`config.mk`:
```
export PLATFORM = sky130hd
export DESIGN_NAME = sample_irq_feeder
export DESIGN_NICKNAME = d
export VERILOG_FILES = /design/src/rtl/picoblaze_io_pkg.sv /design/src/rtl/feeder_fifo.sv /design/src/rtl/sample_irq_feeder.sv
export SDC_FILE = /design/constraint.sdc
export NUM_CORES = 1
export LEC_CHECK = 0
export ABC_CLOCK_PERIOD_IN_PS = 3700
export BUFFER_PORTS_ARGS = -buffer_cell sky130_fd_sc_hd__buf_2
export CORE_MARGIN = 1
export CORE_UTILIZATION = 55
export CTS_BUF_LIST = sky130_fd_sc_hd__clkbuf_2
export DETAILED_ROUTE_END_ITERATION = 10
export MAX_ROUTING_LAYER = met4
export PLACE_DENSITY = 0.71
export RECOVER_POWER = 100
export SYNTH_ARGS = -nofsm -noshare
export SYNTH_HDL_FRONTEND = slang
export SYNTH_SLANG_ARGS = --single-unit
```
`constraint.sdc`:
```
create_clock -name clk -period 3.7 [get_ports clk]
set_input_delay 0.37 -clock clk [delete_from_list [all_inputs] [get_ports clk]]
set_output_delay 0.37 -clock clk [all_outputs]
set_load 0.1 [all_outputs]
```
`src/rtl/picoblaze_io_pkg.sv`:
```
// Shared definitions for the sample-to-CPU interrupt feeder.
//   DEFAULT_DATA_W / DEFAULT_DEPTH : default sample width and FIFO depth
//   count_width()                  : width of an occupancy counter that can hold 0..depth
//   irq_state_t                    : interrupt sequencing FSM states
package picoblaze_io_pkg;

  localparam int DEFAULT_DATA_W = 8;
  localparam int DEFAULT_DEPTH  = 8;

  function automatic int count_width(input int depth);
    return $clog2(depth) + 1;
  endfunction

  typedef enum logic [1:0] {
    IDLE     = 2'd0,
    WAIT_ACK = 2'd1,
    REARM    = 2'd2
  } irq_state_t;

endpackage

```
`src/rtl/feeder_fifo.sv`:
```
// Register-array FIFO with a registered head-of-queue output.
//   clk, reset   : clock and synchronous active-high flush
//   push, push_data : write request and data (dropped when full unless popping)
//   pop          : remove head (ignored when empty)
//   data         : registered head entry, 0 while empty
//   count        : registered occupancy 0..DEPTH
//   push_ok, pop_ok : combinational "accepted this edge" qualifiers
//   empty_next   : occupancy after this edge will be zero
module feeder_fifo
  import picoblaze_io_pkg::*;
#(
  parameter int DATA_W = DEFAULT_DATA_W,
  parameter int DEPTH  = DEFAULT_DEPTH,
  localparam int CNT_W = count_width(DEPTH),
  localparam int PTR_W = $clog2(DEPTH)
) (
  input  logic              clk,
  input  logic              reset,
  input  logic              push,
  input  logic [DATA_W-1:0] push_data,
  input  logic              pop,
  output logic [DATA_W-1:0] data,
  output logic [CNT_W-1:0]  count,
  output logic              push_ok,
  output logic              pop_ok,
  output logic              empty_next
);

  logic [DATA_W-1:0] mem_reg [DEPTH];
  logic [PTR_W-1:0]  wr_ptr_reg, rd_ptr_reg, rd_ptr_next, wr_ptr_next;
  logic [CNT_W-1:0]  count_reg, count_next, count_after_pop;
  logic [DATA_W-1:0] data_reg, data_next;

  always_comb begin
    pop_ok          = pop && (count_reg != '0);
    // A pop on the same edge frees a slot, so a full FIFO still accepts.
    push_ok         = push && ((count_reg != CNT_W'(DEPTH)) || pop_ok);
    count_after_pop = count_reg - CNT_W'(pop_ok);
    count_next      = count_after_pop + CNT_W'(push_ok);
    rd_ptr_next     = rd_ptr_reg + PTR_W'(pop_ok);
    wr_ptr_next     = wr_ptr_reg + PTR_W'(push_ok);
    empty_next      = (count_next == '0);
    // The head is precomputed so it can be registered: either the surviving
    // stored entry, or the incoming sample when it lands in an empty queue.
    // When full with push+pop, the push overwrites the slot being popped, but
    // the new head is at rd_ptr+1 which is untouched.
    data_next = '0;
    if (count_next != '0) begin
      if (count_after_pop == '0) begin
        data_next = push_data;
      end else begin
        data_next = mem_reg[rd_ptr_next];
      end
    end
  end

  // Storage is intentionally not reset; data is masked to 0 while empty.
  always_ff @(posedge clk) begin
    if (!reset && push_ok) begin
      mem_reg[wr_ptr_reg] <= push_data;
    end
  end

  always_ff @(posedge clk) begin
    if (reset) begin
      wr_ptr_reg <= '0;
      rd_ptr_reg <= '0;
      count_reg  <= '0;
      data_reg   <= '0;
    end else begin
      wr_ptr_reg <= wr_ptr_next;
      rd_ptr_reg <= rd_ptr_next;
      count_reg  <= count_next;
      data_reg   <= data_next;
    end
  end

  assign data  = data_reg;
  assign count = count_reg;

endmodule

```
`src/rtl/sample_irq_feeder.sv`:
```
// Buffers acquisition samples for a small CPU and raises one interrupt pulse
// per entry presented on the CPU input port.
//   clk, reset         : clock and synchronous active-high reset
//   sample_data/strobe : incoming samples, no backpressure
//   read_ack           : CPU consumed the head entry
//   clear_overflow     : clears the sticky drop flag
//   input_data         : registered FIFO head (0 when empty)
//   external_interrupt : registered single-cycle interrupt request
//   fifo_count         : registered occupancy
//   overflow           : sticky "a sample was dropped"
module sample_irq_feeder
  import picoblaze_io_pkg::*;
#(
  parameter int DATA_W = DEFAULT_DATA_W,
  parameter int DEPTH  = DEFAULT_DEPTH,
  localparam int CNT_W = count_width(DEPTH)
) (
  input  logic              clk,
  input  logic              reset,
  input  logic [DATA_W-1:0] sample_data,
  input  logic              sample_strobe,
  input  logic              read_ack,
  input  logic              clear_overflow,
  output logic [DATA_W-1:0] input_data,
  output logic              external_interrupt,
  output logic [CNT_W-1:0]  fifo_count,
  output logic              overflow
);

  logic       push_ok, pop_ok, empty_next;
  irq_state_t state_reg, state_next;
  logic       irq_reg, irq_next;
  logic       pend_reg, pend_next;
  logic       ovf_reg, ovf_next;

  feeder_fifo #(
    .DATA_W (DATA_W),
    .DEPTH  (DEPTH)
  ) u_fifo (
    .clk        (clk),
    .reset      (reset),
    .push       (sample_strobe),
    .push_data  (sample_data),
    .pop        (read_ack),
    .data       (input_data),
    .count      (fifo_count),
    .push_ok    (push_ok),
    .pop_ok     (pop_ok),
    .empty_next (empty_next)
  );

  always_ff @(posedge clk) begin
    if (reset) begin
      state_reg <= IDLE;
      irq_reg   <= 1'b0;
      pend_reg  <= 1'b0;
      ovf_reg   <= 1'b0;
    end else begin
      state_reg <= state_next;
      irq_reg   <= irq_next;
      pend_reg  <= pend_next;
      ovf_reg   <= ovf_next;
    end
  end

  // The interrupt is registered, so it is visible in the first WAIT_ACK cycle
  // after each entry into WAIT_ACK. REARM is a guaranteed low cycle between
  // consecutive pulses. A pop seen while in REARM is remembered (pend_reg)
  // and resolved in the following WAIT_ACK cycle.
  always_comb begin
    state_next = state_reg;
    irq_next   = 1'b0;
    pend_next  = 1'b0;
    case (state_reg)
      IDLE: begin
        if (push_ok) begin
          state_next = WAIT_ACK;
          irq_next   = 1'b1;
        end
      end
      WAIT_ACK: begin
        if (pop_ok || pend_reg) begin
          state_next = empty_next ? IDLE : REARM;
        end
      end
      REARM: begin
        state_next = WAIT_ACK;
        irq_next   = 1'b1;
        pend_next  = pop_ok;
      end
      default: state_next = IDLE;
    endcase
  end

  // A drop on the same edge as a clear leaves the flag set.
  always_comb begin
    ovf_next = ovf_reg;
    if (sample_strobe && !push_ok) begin
      ovf_next = 1'b1;
    end else if (clear_overflow) begin
      ovf_next = 1'b0;
    end
  end

  assign external_interrupt = irq_reg;
  assign overflow           = ovf_reg;

endmodule

```
* After elaboration in Yosys (flattened, before gate mapping)
Memory sizes are Yosys's and may differ from the RTL's.
Index checks and enable logic that the tools add are counted.
** Word-level totals
- Output and inout port bits :: 14
- Logic and storage cells :: 48
- Memories :: 1
- Bits in registers :: 23
- Input port bits :: 13
- Memory bits (writable) :: 64
** Memory list
- u_fifo.mem_reg :: words 8, width 8, read ports 1, clocked after Yosys merged registers in 0, write ports 1, RTL line feeder_fifo.sv:29 : logic [DATA_W-1:0] mem_reg [DEPTH];
** Cells by class
- Add/subtract/negate cells :: 4
- Muxes and demuxes :: 11
- Bitwise gates (word level) :: 2
- Equality and inequality tests :: 5
- Reductions and logical operators :: 17
** Operators with widths (number)
- 4-bit logical NOT :: 2
- 8-bit 2-to-1 mux :: 1
- 4-bit nonzero test :: 2
- 3-bit by 1-bit adder with 3-bit output :: 2
- 2-bit 2-to-1 mux :: 3
- 2-bit case mux with 3 select lines :: 1
- 1-bit 2-to-1 mux :: 5
- 4-bit by 1-bit adder with 4-bit output :: 1
- 1-bit logical AND :: 4
- 2-bit != test, second input constant :: 2
- 4-bit != test, second input constant :: 1
- 2-bit OR reduction :: 2
- 4-bit by 1-bit subtractor with 4-bit output :: 1
- 2-bit by 1-bit == test with 1-bit output, second input constant :: 1
- 2-bit == test, second input constant :: 1
- 1-bit logical NOT :: 2
- 2-bit logical NOT :: 1
- 1-bit logical OR :: 2
- 1-bit inverter :: 2
- 1-bit case mux with 2 select lines :: 1
- 2-bit AND reduction :: 1
- 2-bit nonzero test :: 1

* Depth between registers and ports, before layout
Gate-level depths: netlist of the first run.
- Depth after elaboration :: 9
- Gate-level depth with buffers :: 9

* By module
From an unflattened synthesis of the first run, not the netlist that was laid out.
** Second synthesis, totals
- Cells, all modules :: 199
- Area, all modules :: 3554.7 µm²
** By module, submodules not included
- feeder_fifo :: instances 1, area an instance 3380.7 µm², cells an instance 182, sequential area each 2282.2 µm²
- sample_irq_feeder :: instances 1, area an instance 173.9 µm², cells an instance 17, sequential area each 100.1 µm²

* Worst setup path before layout of the first run
Ideal clock, no wire load.
- Path kind :: register to register
- Start :: register u_fifo.count_reg[1], in the netlist u_fifo.count[1]
- End :: register u_fifo.data_reg[0], in the netlist u_fifo.data[0]
- Clock period less this slack :: 2.954 ns
- Library setup time :: 0.145 ns
- Cell stages (with the launch flop) :: 10
- Data required time :: 3.555 ns
- Setup slack :: 0.746 ns
- Arrival time :: 2.808 ns
- Path buffers :: 2
- Path through :: dfxtp_1 o41a_1 ha_1 ha_1 buf_2 buf_2 mux4_2 mux2_2 a21oi_1 a2111oi_1
** On the way
- Elaborated cells on any way between the ends :: 14
- Those cells by class :: add/sub (3); eq/ne (1); mux (1); bitwise (1); reduce/logical (7); memory (1)
** RTL lines
- start, declared :: RTL line feeder_fifo.sv:31 : logic [CNT_W-1:0] count_reg, count_next, count_after_pop;
- start signal, assigned :: RTL line feeder_fifo.sv:73 : count_reg <= count_next;
- 4-bit nonzero test :: RTL line feeder_fifo.sv:35 : pop_ok = pop && (count_reg != '0);
- 1-bit logical AND :: RTL line feeder_fifo.sv:35
- net pop_ok :: RTL line sample_irq_feeder.sv:30 : logic push_ok, pop_ok, empty_next;
- 3-bit by 1-bit adder with 3-bit output :: RTL line feeder_fifo.sv:40 : rd_ptr_next = rd_ptr_reg + PTR_W'(pop_ok);
- net u_fifo.rd_ptr_next[1] :: RTL line feeder_fifo.sv:30 : logic [PTR_W-1:0] wr_ptr_reg, rd_ptr_reg, rd_ptr_next, wr_ptr_next;
- memory read 8 x 8 bit
- 8-bit 2-to-1 mux :: RTL line feeder_fifo.sv:49 : if (count_after_pop == '0) begin
- end signal, assigned :: RTL line feeder_fifo.sv:74 : data_reg <= data_next;
- end, declared :: RTL line feeder_fifo.sv:32 : logic [DATA_W-1:0] data_reg, data_next;
The timed path passes the listed nets, and every way through them passes these cells.
A chain may end at the register's enable or synchronous reset.

* Final worst setup path of the first run
- Start :: register u_fifo.count_reg[1], in the netlist u_fifo.count[1]
- End :: register u_fifo.data_reg[4], in the netlist u_fifo.data[4]
** On the way
- Word-level cells in the longest chain between the ends :: 8
- Elaborated cells on any way between the ends :: 14
- Those cells by class :: add/sub (3); eq/ne (1); mux (1); bitwise (1); reduce/logical (7); memory (1)
** Ends and longest elaborated chain (RTL line)
- 4-bit nonzero test (*) :: feeder_fifo.sv:35
- 1-bit logical AND (*) :: feeder_fifo.sv:35
- net pop_ok :: sample_irq_feeder.sv:30
- branches (longest 6 deep; another with 4-bit by 1-bit subtractor with 4-bit output)
Mark *: on every way through the listed nets, which the timed path passes.

==> impl_results.md, run 1 <==
- Cell Pwr Density: 800 nW/um^2
- Root buf cell: clkbuf_2
- Post-route cell area: 3790 sq um
- DRT met1 WL: 2980 microns
- Critical path class: reg2reg
- Top Layer Used: met4
- Drc violations: 0
- Commonest non-fill, non-tap cell in the layout: edfxtp_1
- WP data required: 4.08 ns
- Share of the yosys chip area belonging to registers: 0.668
- Non-filler cells, final: 321
- Max Freq: 0.326 GHz
- Post-CTS Resized: 0
- Layout Nets: 262
- Relative slew slack: 0.224
- Drt pass-1 iters: 4
- CTS sink count: 87
- Flop pwr share: 0.391
- Commonest cells after routing, fill and taps aside: 64 x edfxtp_1, 25 x clkbuf_1, 23 x dfxtp_1
- CP endpoint kind: flop
- Top Ports: 27
- Mapped Cells: 206
- Max-cap violation count: 0
- Crit path DAT: 3.45 ns
- Filler cells: 494
- Int Pwr: 1.73 mW
- Vias per std cell: 5.86
- Die ar.: 6810 sq um
- Sw power: 1.30 mW
- Leak pwr: 1.25 nW
- Final Slew Violations: 0
- Number of cell rows: 28
- Height of the die: 82.5 microns
- CTS clk-pin slew, worst paths: 0.24 ns
- Die Span X: 82.5 microns
- Worst-Skew Late Latency: 0.51 ns
- Synth Cell Area: 3570 sq um
- Detail Route Antenna Nets: 0
- GP Congestion: 0.744
- Pin count of the biggest net entering global routing: 25
- Starting Density: 0.585
- Crit path max fanout: 9
- Max reg flops: 64
- Fin crit period: 3.07 ns
- Post-synth ARST share: 0
- Syn nets: 227
- HP Class: in2reg
- Wirelength, routed: 6380 microns
- Antenna violations before repair: 0
- CTS tree: yes
- Clock share of power: 0.127
- Least-Margin Pin Slew: 1.17 ns
- Total GRT Usage: 0.217
- Setup Skew: 0.0301 ns
- Port bufs: 26
- First-pass GRT wire length: 9720 microns
- N_diodes: 0
- Final setup viols: 0
- Core ar.: 6100 sq um
- Vias in the first global route: 1800
- Cts hold-fix bufs: 0
- Synth warnings: 0
- Setup bufs post-CTS: 0
- CTS Buf Count: 9
- Fin Setup TNS: 0 ns
- Number of flops mapped to enable cells by yosys: 64
- RSZ-0062 raised after global routing: no
- DR WL/cell: 19.9 microns
- Worst Setup Start Kind: flop
- Combinational Power Share: 0.482
- Clk buf depth: 2
- Htree depth: 3
- Switch share: 0.429
- 1st-iter DRT viols: 166
- Layout cells sized above 1: 0.171
- Vias: 1880
- Routed met2 length: 3090 microns
- GRT overflow: 0
- FF+latch count, synth: 87
- Outcome: complete, no violations
- Final worst-path cycle share: 0.830
- Total power: 3.03 mW
- HPWL after detailed placement: 4170 microns
- Area growth from synthesis to layout: 6.14%
- Synth unique cells: 37
- Syn avg cell area: 17.3 sq um
- VDD IR max: 0.550 mV
- Top_reg_cell synth: edfxtp_1
- Placed instance area: 3770 sq um
- Dpl cells: 305
- Final Hold Viols: 0
- Met3 wire length: 282 microns
-- power groups by stage --
stage	Clock, mW	Combinational (mW)	Sequential [mW]
6_report	0.385	1.46	1.18
4_1_cts	0.400	1.52	1.18
3_5_place_dp	0	1.52	1.20
2_1_floorplan	0	0.922	1.56
3_3_place_gp	0	1.50	1.20
5_1_grt	0.431	1.57	1.19
-- kinds of logic (layout without fill, tap and decap cells) --
family / count (synthesis) / in the layout / share of synthesized area
AND/OR/NAND/NOR: 44 / 44 / 0.0716
XOR/XNOR: 7 / 7 / 0.0298
multiplexers: 24 / 24 / 0.133
AO/OA/AOI/OAI: 24 / 24 / 0.0498
adder cells (fa/ha/maj): 8 / 8 / 0.0281
buffers and inverters: 12 / 52 / 0.0203
flip-flops: 87 / 87 / 0.668
-- per-layer routing --
| layer | global-route usage | vias up |
|---|---|---|
| met2 | 0.307 | 52 |
| met5 | - | - |
| li1 | - | 892 |
| met4 | 0.0931 | 0 |
| met3 | 0.0396 | 4 |
| met1 | 0.311 | 932 |
-- critical path, cell delays in order (launching register included) --
cell and delay [ns]:
dfxtp_1 0.40, o41a_1 0.50, ha_1 0.23, ha_1 0.21, xor2_1 0.82, mux2_2 0.32
a21oi_1 0.04, a2111oi_1 0.41
-- final timing paths --
| check | start | to | slack, ns | depth (start not counted) |
|---|---|---|---|---|
| max | u_fifo.count[1] | u_fifo.data[4] | 0.63 | 7 |
| min | clear_overflow | overflow | 0.08 | 3 |
| min reg2reg | overflow | overflow | 0.49 | 2 |
| max reg2reg | u_fifo.count[1] | u_fifo.data[4] | 0.63 | 7 |
-- cells in the mapped netlist, drive strengths merged, types with 2 or more instances --
master / n / share of area
edfxtp: 64 / 0.54
dfxtp: 23 / 0.13
mux4: 16 / 0.11
nor3: 11 / 0.017
a21oi: 10 / 0.014
nor2: 10 / 0.011
nor2b: 9 / 0.016
a2111oi: 8 / 0.022
ha: 8 / 0.028
mux2: 8 / 0.025
xnor2: 6 / 0.022
inv: 5 / 0.0053
buf: 4 / 0.012
clkbuf: 3 / 0.0035
nand2b: 3 / 0.0053
and3: 2 / 0.0035
nand2: 2 / 0.0021
nor3b: 2 / 0.0070
-- final cells by class --
type                       instances  area (sq um)  share of cell area
timing repair buffer              31           129              0.0340
clock inverter                     7          40.0              0.0106
multi-input combinational        107          1080               0.285
tap                               75          93.8              0.0248
inverter                           5          18.8             0.00496
clock buffer                       9          45.0              0.0119
sequential                        87          2380               0.629
-- metrics by stage --
stage	utilization	worst slack, ns	hold slack (ns)
final	0.621	0.630	0.0751
after global routing	0.621	0.374	0.0421
after CTS	0.633	0.917	0.0347
after detailed placement	0.619	0.962	0.471
after global placement	0.619	1.00	0.454
after floorplan	-	0.746	0.447
No activity file was read; power rests on OpenSTA's default activity.
==> run 2, diff against run 1 <==
- ABC_CLOCK_PERIOD_IN_PS: 3700 -> 3130
- clock period: 3.7 -> 3.13 ns (I/O delays scaled with it)
==> run 2 against run 1 <==
Effect of this change:
- combinational power is 18% higher
- global-route usage hardly changed
- register-to-register slack worse by 0.37 ns
- sequential share of layout area is 1.2 points lower
- sequential power is 18% higher
- critical path depth stayed put
- utilization is 1.2 points higher
- hold slack better by 0.0095 ns
- wire length is 0.11% lower
- die area stayed put
- design area is 1.9% higher
- first-iteration DRC count is 29% lower
==> impl_results.md, run 2 (synthesis gave the netlist of run 1 again) <==
- Outcome: complete, no violations
- Vias in the first global route: 1846 (+2.6%)
- CTS Buf Count: 9 (unchanged)
- Starting Density: 0.585 (unchanged)
- HPWL after detailed placement: 4090 microns (-1.9%)
- Worst-Skew Late Latency: 0.52 ns (about the same)
- Setup Skew: 0.0450 ns (+0.0149 ns)
- RSZ-0062 raised after global routing: no
- Core ar.: 6100 sq um (unchanged)
- CTS clk-pin slew, worst paths: 0.21 ns (-0.03 ns)
- Crit path max fanout: 10 (+1)
- Top Ports: 27 (unchanged)
- Drc violations: 0 (unchanged)
- Clock share of power: 0.146 (+0.019)
- Layout Nets: 268 (+2.3%)
- CTS sink count: 87 (unchanged)
- CP Cell Sequence: o41a_1 > ha_1 > ha_1 > xnor2_1 > nor3b_1 > xnor2_1 > a2111oi_0
- Final worst-path cycle share: 0.917 (+0.0870)
- Hold Path Origin: read_ack
- WP data required: 3.45 ns (-0.63 ns)
- Commonest non-fill, non-tap cell in the layout: edfxtp_1
- Wirelength, routed: 6380 microns (-0.11%)
- GP Congestion: 0.768 (+3.3%)
- Worst path bufs/invs: 0 (unchanged)
- Max reg flops: 64 (unchanged)
- DR WL/cell: 19.5 microns (-1.9%)
- CP endpoint kind: flop
- Placed instance area: 3820 sq um (+1.3%)
- GRT overflow: 0 (unchanged)
- Vias per std cell: 5.96 (+1.8%)
- Detail Route Antenna Nets: 0 (unchanged)
- Slowest stage delay, CP: 0.66 ns (-0.16 ns)
- Final setup viols: 0 (unchanged)
- Height of the die: 82.5 microns (unchanged)
- Post-route cell area: 3860 sq um (+1.9%)
- Least-Margin Pin Slew: 1.19 ns (+0.0204 ns)
- First-pass GRT wire length: 9580 microns (-1.5%)
- Sw power: 1.50 mW (+16%)
- Final Slew Violations: 0 (unchanged)
- Worst r2r dst: u_fifo.data[2]
- 1st-iter DRT viols: 118 (-29%)
- Commonest cells after routing, fill and taps aside: 64 x edfxtp_1, 30 x clkbuf_1, 23 x dfxtp_1
- Vias: 1949 (+3.7%)
- Flop pwr share: 0.381 (-0.010)
- VDD IR max: 0.721 mV (+31%)
- CTS tree: yes
- Fin crit period: 2.87 ns (-0.201 ns)
- Worst Setup Start Kind: flop
- Final Hold Viols: 0 (unchanged)
- HP Class: in2reg
- Worst R2R Setup Slack: 0.26 ns (-0.37 ns)
- CP max stage cell: xnor2_1
- Crit path DAT: 3.19 ns (-0.26 ns)
- Max Freq: 0.349 GHz (+7.0%)
- Int Pwr: 2.16 mW (+25%)
- Port bufs: 26 (unchanged)
- Antenna violations before repair: 0 (unchanged)
- Number of cell rows: 28 (unchanged)
- Total GRT Usage: 0.218 (+0.000312)
- Reg-to-reg critical path startpoint: u_fifo.count[1]
- Layout cells sized above 1: 0.175 (+0.00387)
- Die ar.: 6810 sq um (unchanged)
- Area growth from synthesis to layout: 8.21%
- N_diodes: 0 (unchanged)
- Total power: 3.66 mW (+21%)
- Critical path class: reg2reg
- R2R cell count: 7 (unchanged)
- Worst Hold End: overflow
- Root buf cell: clkbuf_2
- Htree depth: 3 (unchanged)
- Cell Pwr Density: 949 nW/um^2 (+19%)
- Fin Setup TNS: 0 ns (unchanged)
- Post-layout util: 0.633 (+0.0121)
- Combinational Power Share: 0.474 (-0.008)
- Leak pwr: 1.29 nW (+2.9%)
- Relative slew slack: 0.210 (-0.0135)
- Post-CTS Resized: 0 (unchanged)
- Hold depth: 3 (unchanged)
- Die Span X: 82.5 microns (unchanged)
- Pin count of the biggest net entering global routing: 25 (unchanged)
- Drt pass-1 iters: 4 (unchanged)
- Top delay family on crit path: XOR/XNOR gates
- Max-cap violation count: 0 (unchanged)
- Clk buf depth: 2 (unchanged)
- Switch share: 0.411 (-0.0185)
[run 2: cell types whose count changed in the layout (fill, tap and decap cells not counted), sizes merged]
cell	change
dlygate4sd3	+1
bufinv	+1
clkbuf	+7
clkinvlp	-2
clkinv	-1
[run 2: repair_timing]
action                                 4_1_cts  5_1_grt
hold buffers                                 1        0
endpoints found under the hold margin        1        0
buffers inserted                             0        0
[run 2: metrics by stage]
step,cells,worst slack (ns),hold WS (ns)
detailed placement,310,0.418,0.468
floorplan,206,0.176,0.390
finish,327,0.261,0.0845
global route,327,0.129,0.0390
CTS,327,0.326,0.0315
global placement,310,0.468,0.453
[run 2: power groups by stage]
stage / registers [mW] / logic [mW] / clock network, mW
final: 1.39 / 1.73 / 0.534
after global routing: 1.40 / 1.85 / 0.602
after CTS: 1.39 / 1.82 / 0.552
after detailed placement: 1.42 / 1.81 / 0
after global placement: 1.42 / 1.79 / 0
after floorplan: 1.84 / 1.09 / 0
[run 2: worst max-delay path by stage]
stage,startpoint,to,slack (ns),cells past startpoint
2_1_floorplan,u_fifo.count[1],u_fifo.data[0],0.18,9
3_3_place_gp,u_fifo.count[1],u_fifo.data[2],0.47,7
3_5_place_dp,u_fifo.count[1],u_fifo.data[2],0.42,7
4_1_cts,u_fifo.count[1],u_fifo.data[2],0.33,7
5_1_grt,u_fifo.count[1],u_fifo.data[2],0.13,7
6_report,u_fifo.count[1],u_fifo.data[2],0.26,7
[run 2: final cells by class]
cell class                 count  area, sq um
clock buffer                  11         55.1
clock inverter                 5         50.0
fill                         463         2240
inverter                       5         18.8
multi-input combinational    107         1090
sequential                    87         2380
tap                           75         93.8
timing repair buffer          37          170
[run 2: worst register-to-register path, cell delays in order, from the launching register on]
cell       delay, ns
dfxtp_1         0.39
o41a_1          0.50
ha_1            0.22
ha_1            0.19
xnor2_1         0.32
nor3b_1         0.11
xnor2_1         0.66
a2111oi_0       0.30
[run 2: layer usage]
metal | vias up | GRT usage | part of all wire
li1 | 902 | - | -
met1 | 975 | 0.304 | 0.45
met2 | 62 | 0.302 | 0.47
met3 | 10 | 0.0451 | 0.060
met4 | 0 | 0.112 | 0.019
met5 | - | - | 0
